--- config.mk ---
export PLATFORM = sky130hd
export DESIGN_NAME = fixed_div
export DESIGN_NICKNAME = d
export VERILOG_FILES = /design/src/rtl/fixed_pkg.sv /design/src/rtl/fixed_div_step.sv /design/src/rtl/fixed_div.sv
export SDC_FILE = /design/constraint.sdc
export NUM_CORES = 1
export LEC_CHECK = 0
export ABC_AREA = 1
export ABC_CLOCK_PERIOD_IN_PS = 10900
export BUFFER_PORTS_ARGS = -buffer_cell sky130_fd_sc_hd__buf_2
export CORE_ASPECT_RATIO = 2
export CORE_MARGIN = 2
export CORE_UTILIZATION = 40
export DETAILED_ROUTE_END_ITERATION = 10
export HOLD_SLACK_MARGIN = 0.12
export PLACE_DENSITY_LB_ADDON = 0.05
export SYNTH_ARGS = -nofsm -noshare
export SYNTH_HDL_FRONTEND = slang
export SYNTH_SLANG_ARGS = --single-unit
--- constraint.sdc ---
create_clock -name clk -period 10.9 [get_ports clk]
set_clock_uncertainty 0.15 [all_clocks]
set_input_delay 2.18 -clock clk [delete_from_list [all_inputs] [get_ports clk]]
set_output_delay 2.18 -clock clk [all_outputs]
set_load 0.1 [all_outputs]
--- src/rtl/fixed_pkg.sv ---
// Shared constants for the signed fixed-point divider.
// FIXED_DIV_ROUND_EN adds one extra quotient bit for round-half-away-from-zero.
package fixed_pkg;

    localparam int D_DEF = 8;
    localparam int Q_DEF = 24;
    localparam int W_DEF = D_DEF + Q_DEF;

    localparam logic [W_DEF-1:0] MAX = {1'b0, {(W_DEF-1){1'b1}}};
    localparam logic [W_DEF-1:0] MIN = {1'b1, {(W_DEF-1){1'b0}}};

`ifdef FIXED_DIV_ROUND_EN
    localparam int ROUND_BITS = 1;
`else
    localparam int ROUND_BITS = 0;
`endif

    // Accepting edge to output_valid edge: N iterations, one DIV exit cycle, FIN.
    localparam int FIXED_DIV_LATENCY = W_DEF + Q_DEF + ROUND_BITS + 2;

    typedef enum logic [1:0] {
        ST_IDLE = 2'd0,
        ST_DIV  = 2'd1,
        ST_FIN  = 2'd2
    } div_state_t;

endpackage

--- src/rtl/fixed_div_step.sv ---
// One radix-2 restoring division step: shift in a dividend bit, try to subtract.
module fixed_div_step #(
    parameter int W = 32
) (
    input  logic [W-1:0] rem_i,
    input  logic         bit_i,
    input  logic [W-1:0] dvs_i,
    output logic [W-1:0] rem_o,
    output logic         q_o
);

    logic [W:0]   shifted;
    logic [W-1:0] trial;

    // Remainder stays below the divisor, so the shifted value fits in W+1 bits
    // and both candidate remainders fit back into W bits.
    always_comb begin
        shifted = {rem_i, bit_i};
        trial   = W'(shifted - {1'b0, dvs_i});
        q_o     = (shifted >= {1'b0, dvs_i});
        rem_o   = q_o ? trial : shifted[W-1:0];
    end

endmodule

--- src/rtl/fixed_div.sv ---
// Sequential signed fixed-point divider (QD.Q), one quotient bit per cycle,
// saturating result. Define FIXED_DIV_ROUND_EN for rounded instead of truncated results.
module fixed_div
    import fixed_pkg::*;
#(
    parameter int D = D_DEF,
    parameter int Q = Q_DEF
) (
    input  logic           clk,
    input  logic           rst,
    input  logic           new_data,
    input  logic [D+Q-1:0] a,
    input  logic [D+Q-1:0] b,
    output logic           busy,
    output logic           output_valid,
    output logic [D+Q-1:0] r,
    output logic           div_by_zero
);

    localparam int W  = D + Q;
    localparam int N  = W + Q + ROUND_BITS;
    localparam int CW = $clog2(N + 1);

    localparam logic [W-1:0] R_MAX = {1'b0, {(W-1){1'b1}}};
    localparam logic [W-1:0] R_MIN = {1'b1, {(W-1){1'b0}}};
    // 2^(W-1) widened to the magnitude width
    localparam logic [N:0]   LIM   = {{(N+1-W){1'b0}}, 1'b1, {(W-1){1'b0}}};

    div_state_t   state_q, state_d;
    logic [CW-1:0] cnt_q, cnt_d;
    logic [N-1:0] dvd_q, dvd_d;
    logic [N-1:0] quo_q, quo_d;
    logic [W-1:0] rem_q, rem_d;
    logic [W-1:0] dvs_q, dvs_d;
    logic         neg_q, neg_d;
    logic         dbz_q, dbz_d;
    logic [W-1:0] r_q, r_d;
    logic         ov_q, ov_d;
    logic         dz_q, dz_d;

    logic [W-1:0] step_rem;
    logic         step_q;
    logic [W-1:0] a_mag, b_mag;
    logic [N:0]   mag;
    logic [W-1:0] sat_r;

    fixed_div_step #(.W(W)) u_step (
        .rem_i (rem_q),
        .bit_i (dvd_q[N-1]),
        .dvs_i (dvs_q),
        .rem_o (step_rem),
        .q_o   (step_q)
    );

    // Operand magnitudes; -MIN wraps to 2^(W-1), which is correct as unsigned.
    always_comb begin
        a_mag = a[W-1] ? -a : a;
        b_mag = b[W-1] ? -b : b;
    end

    // Final quotient magnitude, optionally rounded half away from zero
    always_comb begin
`ifdef FIXED_DIV_ROUND_EN
        mag = ({1'b0, quo_q} + (N+1)'(1)) >> 1;
`else
        mag = {1'b0, quo_q};
`endif
    end

    // Sign application with saturation; zero divisor forces the signed limit
    always_comb begin
        if (dbz_q)
            sat_r = neg_q ? R_MIN : R_MAX;
        else if (!neg_q && mag >= LIM)
            sat_r = R_MAX;
        else if (neg_q && mag > LIM)
            sat_r = R_MIN;
        else
            sat_r = neg_q ? -mag[W-1:0] : mag[W-1:0];
    end

    // Next-state and datapath control
    always_comb begin
        state_d = state_q;
        cnt_d   = cnt_q;
        dvd_d   = dvd_q;
        quo_d   = quo_q;
        rem_d   = rem_q;
        dvs_d   = dvs_q;
        neg_d   = neg_q;
        dbz_d   = dbz_q;
        r_d     = r_q;
        dz_d    = dz_q;
        ov_d    = 1'b0;
        case (state_q)
            ST_IDLE: begin
                if (new_data) begin
                    state_d = ST_DIV;
                    cnt_d   = CW'(N);
                    dvd_d   = {a_mag, {(N-W){1'b0}}};
                    quo_d   = '0;
                    rem_d   = '0;
                    dvs_d   = b_mag;
                    neg_d   = a[W-1] ^ b[W-1];
                    dbz_d   = (b == '0);
                end
            end
            ST_DIV: begin
                if (cnt_q == '0) begin
                    state_d = ST_FIN;
                end else begin
                    rem_d = step_rem;
                    quo_d = {quo_q[N-2:0], step_q};
                    dvd_d = {dvd_q[N-2:0], 1'b0};
                    cnt_d = cnt_q - CW'(1);
                end
            end
            ST_FIN: begin
                state_d = ST_IDLE;
                r_d     = sat_r;
                dz_d    = dbz_q;
                ov_d    = 1'b1;
            end
            default: state_d = ST_IDLE;
        endcase
    end

    // State and datapath registers; reset discards any in-flight division
    always_ff @(posedge clk or posedge rst) begin
        if (rst) begin
            state_q <= ST_IDLE;
            cnt_q   <= '0;
            dvd_q   <= '0;
            quo_q   <= '0;
            rem_q   <= '0;
            dvs_q   <= '0;
            neg_q   <= 1'b0;
            dbz_q   <= 1'b0;
            r_q     <= '0;
            ov_q    <= 1'b0;
            dz_q    <= 1'b0;
        end else begin
            state_q <= state_d;
            cnt_q   <= cnt_d;
            dvd_q   <= dvd_d;
            quo_q   <= quo_d;
            rem_q   <= rem_d;
            dvs_q   <= dvs_d;
            neg_q   <= neg_d;
            dbz_q   <= dbz_d;
            r_q     <= r_d;
            ov_q    <= ov_d;
            dz_q    <= dz_d;
        end
    end

    assign busy         = (state_q != ST_IDLE);
    assign output_valid = ov_q;
    assign r            = r_q;
    assign div_by_zero  = dz_q;

endmodule

* Word level (Yosys, flattened, before mapping)
Cells that the tools add are included.
** Word-level totals
- Output and inout bits :: 35
- Input port bits :: 67
- Register bits :: 220
- Word-level logic and storage cells :: 60
** Operators by class
- Reductions and logical operators :: 11
- Multiplexer cells :: 24
- Add/subtract/negate cells :: 5
- Bitwise operators :: 1
- Equality and inequality tests :: 5
- Order comparisons :: 3
** Operator list (count)
- two-way mux 32 bit :: 10
- two-way mux 56 bit :: 4
- one-hot mux 56 bit (2 select lines) :: 2
- negator 32 bit :: 3
- one-hot mux 32 bit (2 select lines) :: 1
- >= comparator 56 x 32 -> 1 bit, second input constant :: 1
- > comparator 56 x 32 -> 1 bit, second input constant :: 1
- >= comparator 33 x 32 -> 1 bit :: 1
- logical NOT 32 bit :: 1
- subtractor 32 bit :: 1
- two-way mux 6 bit :: 2
- one-hot mux 6 bit (2 select lines) :: 1
- logical NOT 6 bit :: 1
- != test 2 bit, second input constant :: 3
- subtractor 6 x 1 -> 6 bit, second input constant :: 1
- two-way mux 2 bit :: 2
- one-hot mux 2 bit (2 select lines) :: 1
- AND reduction 2 bit :: 2
- nonzero test 2 bit :: 2
- AND reduction 3 bit :: 1
- == test 2 x 1 -> 1 bit, second input constant :: 1
- == test 2 bit, second input constant :: 1
- logical AND 1 bit :: 2
- logical NOT 2 bit :: 1
- 3 further kinds :: 3

* Logic depth before layout (Yosys ltp)
- Depth after elaboration :: 5
- Gate-level depth with buffers :: 17
- Gate-level depth less buffers :: 16

* Cells and area by module
A second synthesis with hierarchy kept.
** Unflattened totals
- Cell total of the unflattened synthesis :: 2100
- Area, all modules :: 13899.6 um^2
** By module, submodules not included
- fixed_div :: cells an instance 1453, sequential area each 4904.7 um^2, area an instance 10739.0 um^2, instances 1
- fixed_div_step :: cells an instance 647, sequential area each 0.0 um^2, area an instance 3160.5 um^2, instances 1

* Worst setup path after synthesis
OpenSTA, ideal clock, no wires.
- Path kind :: input port to flip-flop
- From :: in a[0]
- To :: reg dvd_q[46]
- Stages :: 11
- Buffers on the path :: 0
- Slack :: 7.341 ns
- Setup time :: 0.125 ns
- Data required time :: 10.625 ns
- Arrival :: 3.285 ns
- Cells stage by stage :: inv_1 ha_1 nand4_1 nor2_2 nand3_1 nor2_2 nand2_1 nand2_1 nand2_1 nand3_1 nand3_1
** On the way
- Longest elaborated chain between the ends :: 4
** Ends and longest elaborated chain
- start, declared :: RTL line fixed_div.sv:12 : input logic [D+Q-1:0] a,
- negator 32 bit :: RTL line fixed_div.sv:57 : a_mag = a[W-1] ? -a : a;
- two-way mux 32 bit :: RTL line fixed_div.sv:57
- two-way mux 56 bit :: RTL line fixed_div.sv:97 : if (new_data) begin
- one-hot mux 56 bit (2 select lines) :: RTL line fixed_div.sv:95 : case (state_q)
- end signal, assigned :: RTL line fixed_div.sv:145 : dvd_q <= dvd_d;
- end, declared :: RTL line fixed_div.sv:31 : logic [N-1:0] dvd_q, dvd_d;
No other way between the ends. The select of a mux whose other input is x is not followed.
A chain may end at the register's enable or synchronous reset.

* Final worst setup path
- From :: in new_data
- To :: reg dvd_q[55]
** On the way
- Longest elaborated chain between the ends :: 2
** Ends and longest elaborated chain
- start, declared :: RTL line fixed_div.sv:11 : input logic new_data,
- != test 2 bit (no line)
- AND reduction 3 bit (no line)
No other way between the ends.

==> impl_metrics.toml <==
[setup_path]
critPathArrivalTime_ns = 4.42
crit_chain = "buf_2, nand2_1, buf_4, nand2_2, buf_4, inv_2, a21oi_1, a22oi_1"
rrSetupSlack_ns = 7.20
cp_slowest_cell = "inv_2"
required_ns = 11.05
critPathMostFrequentCell = "buf_4"
critical_path_class = "primary input to flip-flop"
slowest_delay_ns = 0.67
start_kind = "primary input"
cp.depth = 8
end_kind = "flip-flop"
crit_path_max_fanout = 82
crit_buf_inv = 4
r2r_cells = 8
critPathTopFamily = "buffers and inverters"

[finish]
nets = 2180
drive_above_1_share_pct = 9.15
regArea_um2 = 4900
syn2layout_area_growth_pct = 10.5
post_layout_nonfiller_instances = 2525
multi_input_area_um2 = 7100
fillCellCount = 3599

[floorplan]
ios = 102
die_y_um = 264
dieArea_um2 = 35400
num_rows = 95
start_util_pct = 40.5
die_w_um = 134
coreArea_um2 = 33400

[clocking]
cts_tree = "yes"
clkLatencyLatePin_ns = 0.46
cts_resized = 0
htreeDepth = 4
root_buffer = "clkbuf_16"
cts_sinks = 196
hold_buffers = 0
clk_path_buf_depth = 2
post_cts_buffers = 0
cts.clk_slew.worst_paths_ns = 0.07
numCtsBuffers = 17

[timing]
fmax_mhz = 234
min_period_ns = 4.28
hold_slack_ns = 0.325
slew_headroom_pct = 24.1
maxSlewViolCount = 0
worst_pin_slew_ns = 1.13
min_period_over_period_pct = 39.2
hold_viol = 0
rsz0062_at_grt = "no"
setup_tns_ns = 0
setup_viol = 0

[global_route]
grt.total_usage_pct = 23.4
grt_pass1_wl_um = 64800
antenna_found_initial = 1
globalRouteOverflowTotal = 0
grt_max_degree = 83
grt_pass1_vias = 12800

[detailed_routing]
vias = 12800
viasPerCell = 5.06
drcViolationCount = 0
ant_nets = 0
drt_iter0_drc = 562
routed_wl_um = 40400
avgRoutedWirePerCell_um = 16.0
dr.pass1.iters = 5

[placement]
io_buffer_count = 101
dp_cells = 2492
place_congestion = 0.996
dp_hpwl_um = 31400

[pwr]
p_per_area_nw_per_um2 = 254
power_leakage_nw = 7.91
vdd_drop_max_mv = 0.124

[worst_hold_path]
holdCritPathClass = "flip-flop to flip-flop"
holdPathStages = 2

[yosys]
yosysSeqAreaShare_pct = 36.3
ys_warn_count = 0
async_flop_share_pct = 100
synth_area_um2 = 13500
synth-seq-cells = 196
synth_edf_count = 0
syn-num-nets = 2121
avgSynthCellArea_um2 = 6.71
yosysUniqueCellTypes = 44
syn_inst = 2016
synth_flop_cell = "dfrtp_1"

[run_status]
status = "complete, no violations"

[run]
cap_violations = 0
[metal layers]
layer,GRT usage (%),share of wire [%]
met3,2.36,1.8
met1,22.9,37
met4,13.8,5.6
met5,0,0
met2,46.0,56
[tightest hold or removal path, stage by stage, from the launching register on]
cell	delay, ns
dfrtp_1	0.34
nand2_1	0.05
nand2_1	0.05
[Yosys cell counts, types with 6 or more instances]
cell type / number / area [um^2]
nand2_1: 593 / 2230
inv_1: 303 / 1140
nor2_1: 201 / 754
dfrtp_1: 196 / 4900
nand3_1: 178 / 891
o21ai_0: 78 / 390
a21oi_1: 73 / 365
o22ai_1: 63 / 394
xor2_1: 39 / 342
ha_1: 37 / 463
nand4_1: 33 / 206
clkbuf_1: 28 / 105
nand3b_1: 24 / 180
buf_2: 19 / 95.1
xnor2_1: 15 / 131
buf_1: 14 / 52.6
nand2_2: 12 / 75.1
inv_2: 11 / 41.3
nor3_1: 10 / 50.1
o21bai_1: 10 / 75.1
nor2_2: 8 / 50.1
o211ai_1: 8 / 60.1
o221ai_1: 8 / 70.1
and2_1: 7 / 43.8
buf_6: 6 / 67.6
[cells in the final DEF (no fill, tap or decap), drive strengths merged, types with 3 or more instances in the layout]
master    n
nand4    33
xor2     39
clkinv    7
inv     322
clkbuf   18
o221ai    8
nand3b   24
nand3   182
buf     108
or2       4
nand2   607
a21oi    75
o21bai   10
nor2    213
o31ai     3
o21ai    82
xnor2    15
o211ai    8
and2      7
a31oi     3
ha       37
dfrtp   196
o22ai    63
nor3     14
[where the power goes]
part | internal, mW | switching (mW) | leakage, nW
sequential | 0.930 | 0.126 | 2.48
clock | 0.357 | 0.319 | 0.309
combinational | 0.711 | 1.36 | 5.12
[through the flow]
| stage | cell area, um^2 | power [mW] | setup WS (ns) | util (%) |
|---|---|---|---|---|
| 6_report | 14900 | 3.80 | 6.62 | 44.7 |
| 5_1_grt | 14900 | 4.16 | 6.39 | 44.7 |
| 3_3_place_gp | 14300 | 3.12 | 6.11 | 42.8 |
| 2_1_floorplan | 13500 | 2.63 | 3.23 | - |
| 3_5_place_dp | 14300 | 3.15 | 6.10 | 42.8 |
| 4_1_cts | 14900 | 3.84 | 6.58 | 44.7 |
[logic make-up (layout without fill, tap and decap cells)]
kind of cell	after synthesis	after routing	share of synthesized area (%)
other	0	1	0
AND/OR/NAND/NOR	1088	1088	34.7
adder cells (fa/ha/maj)	38	38	3.57
AO/OA/AOI/OAI	255	255	10.8
buffers and inverters	385	457	11.2
XOR/XNOR	54	54	3.50
flip-flops	196	196	36.3
[sequential cells by signal (all words and copies together), names as in the netlist]
name and cells:
neg_q 1, dvs_q 32, dbz_q 1, dvd_q 32, rem_q 32, output_valid 1, quo_q 56, cnt_q 6
state_q 2, r 32, div_by_zero 1
[final timing paths]
path	startpoint	endpoint
min in group asynchronous	rst	r[29]
max reg2reg	state_q[1]	dvd_q[55]
min reg2reg	r[31]	r[31]
max in group asynchronous	rst	dvs_q[15]
min	r[31]	r[31]
max	new_data	dvd_q[55]
[area by class of cell]
class	instances	area share, %
Clock inverter	14	1.25
Timing Repair Buffer	108	3.74
Clock buffer	18	2.94
Antenna cell	1	0.0168
Tap cell	436	3.65
Multi-Input combinational cell	1435	47.6
Inverter	317	8.02
Sequential cell	196	32.8
No activity file was read; power rests on OpenSTA's default activity.
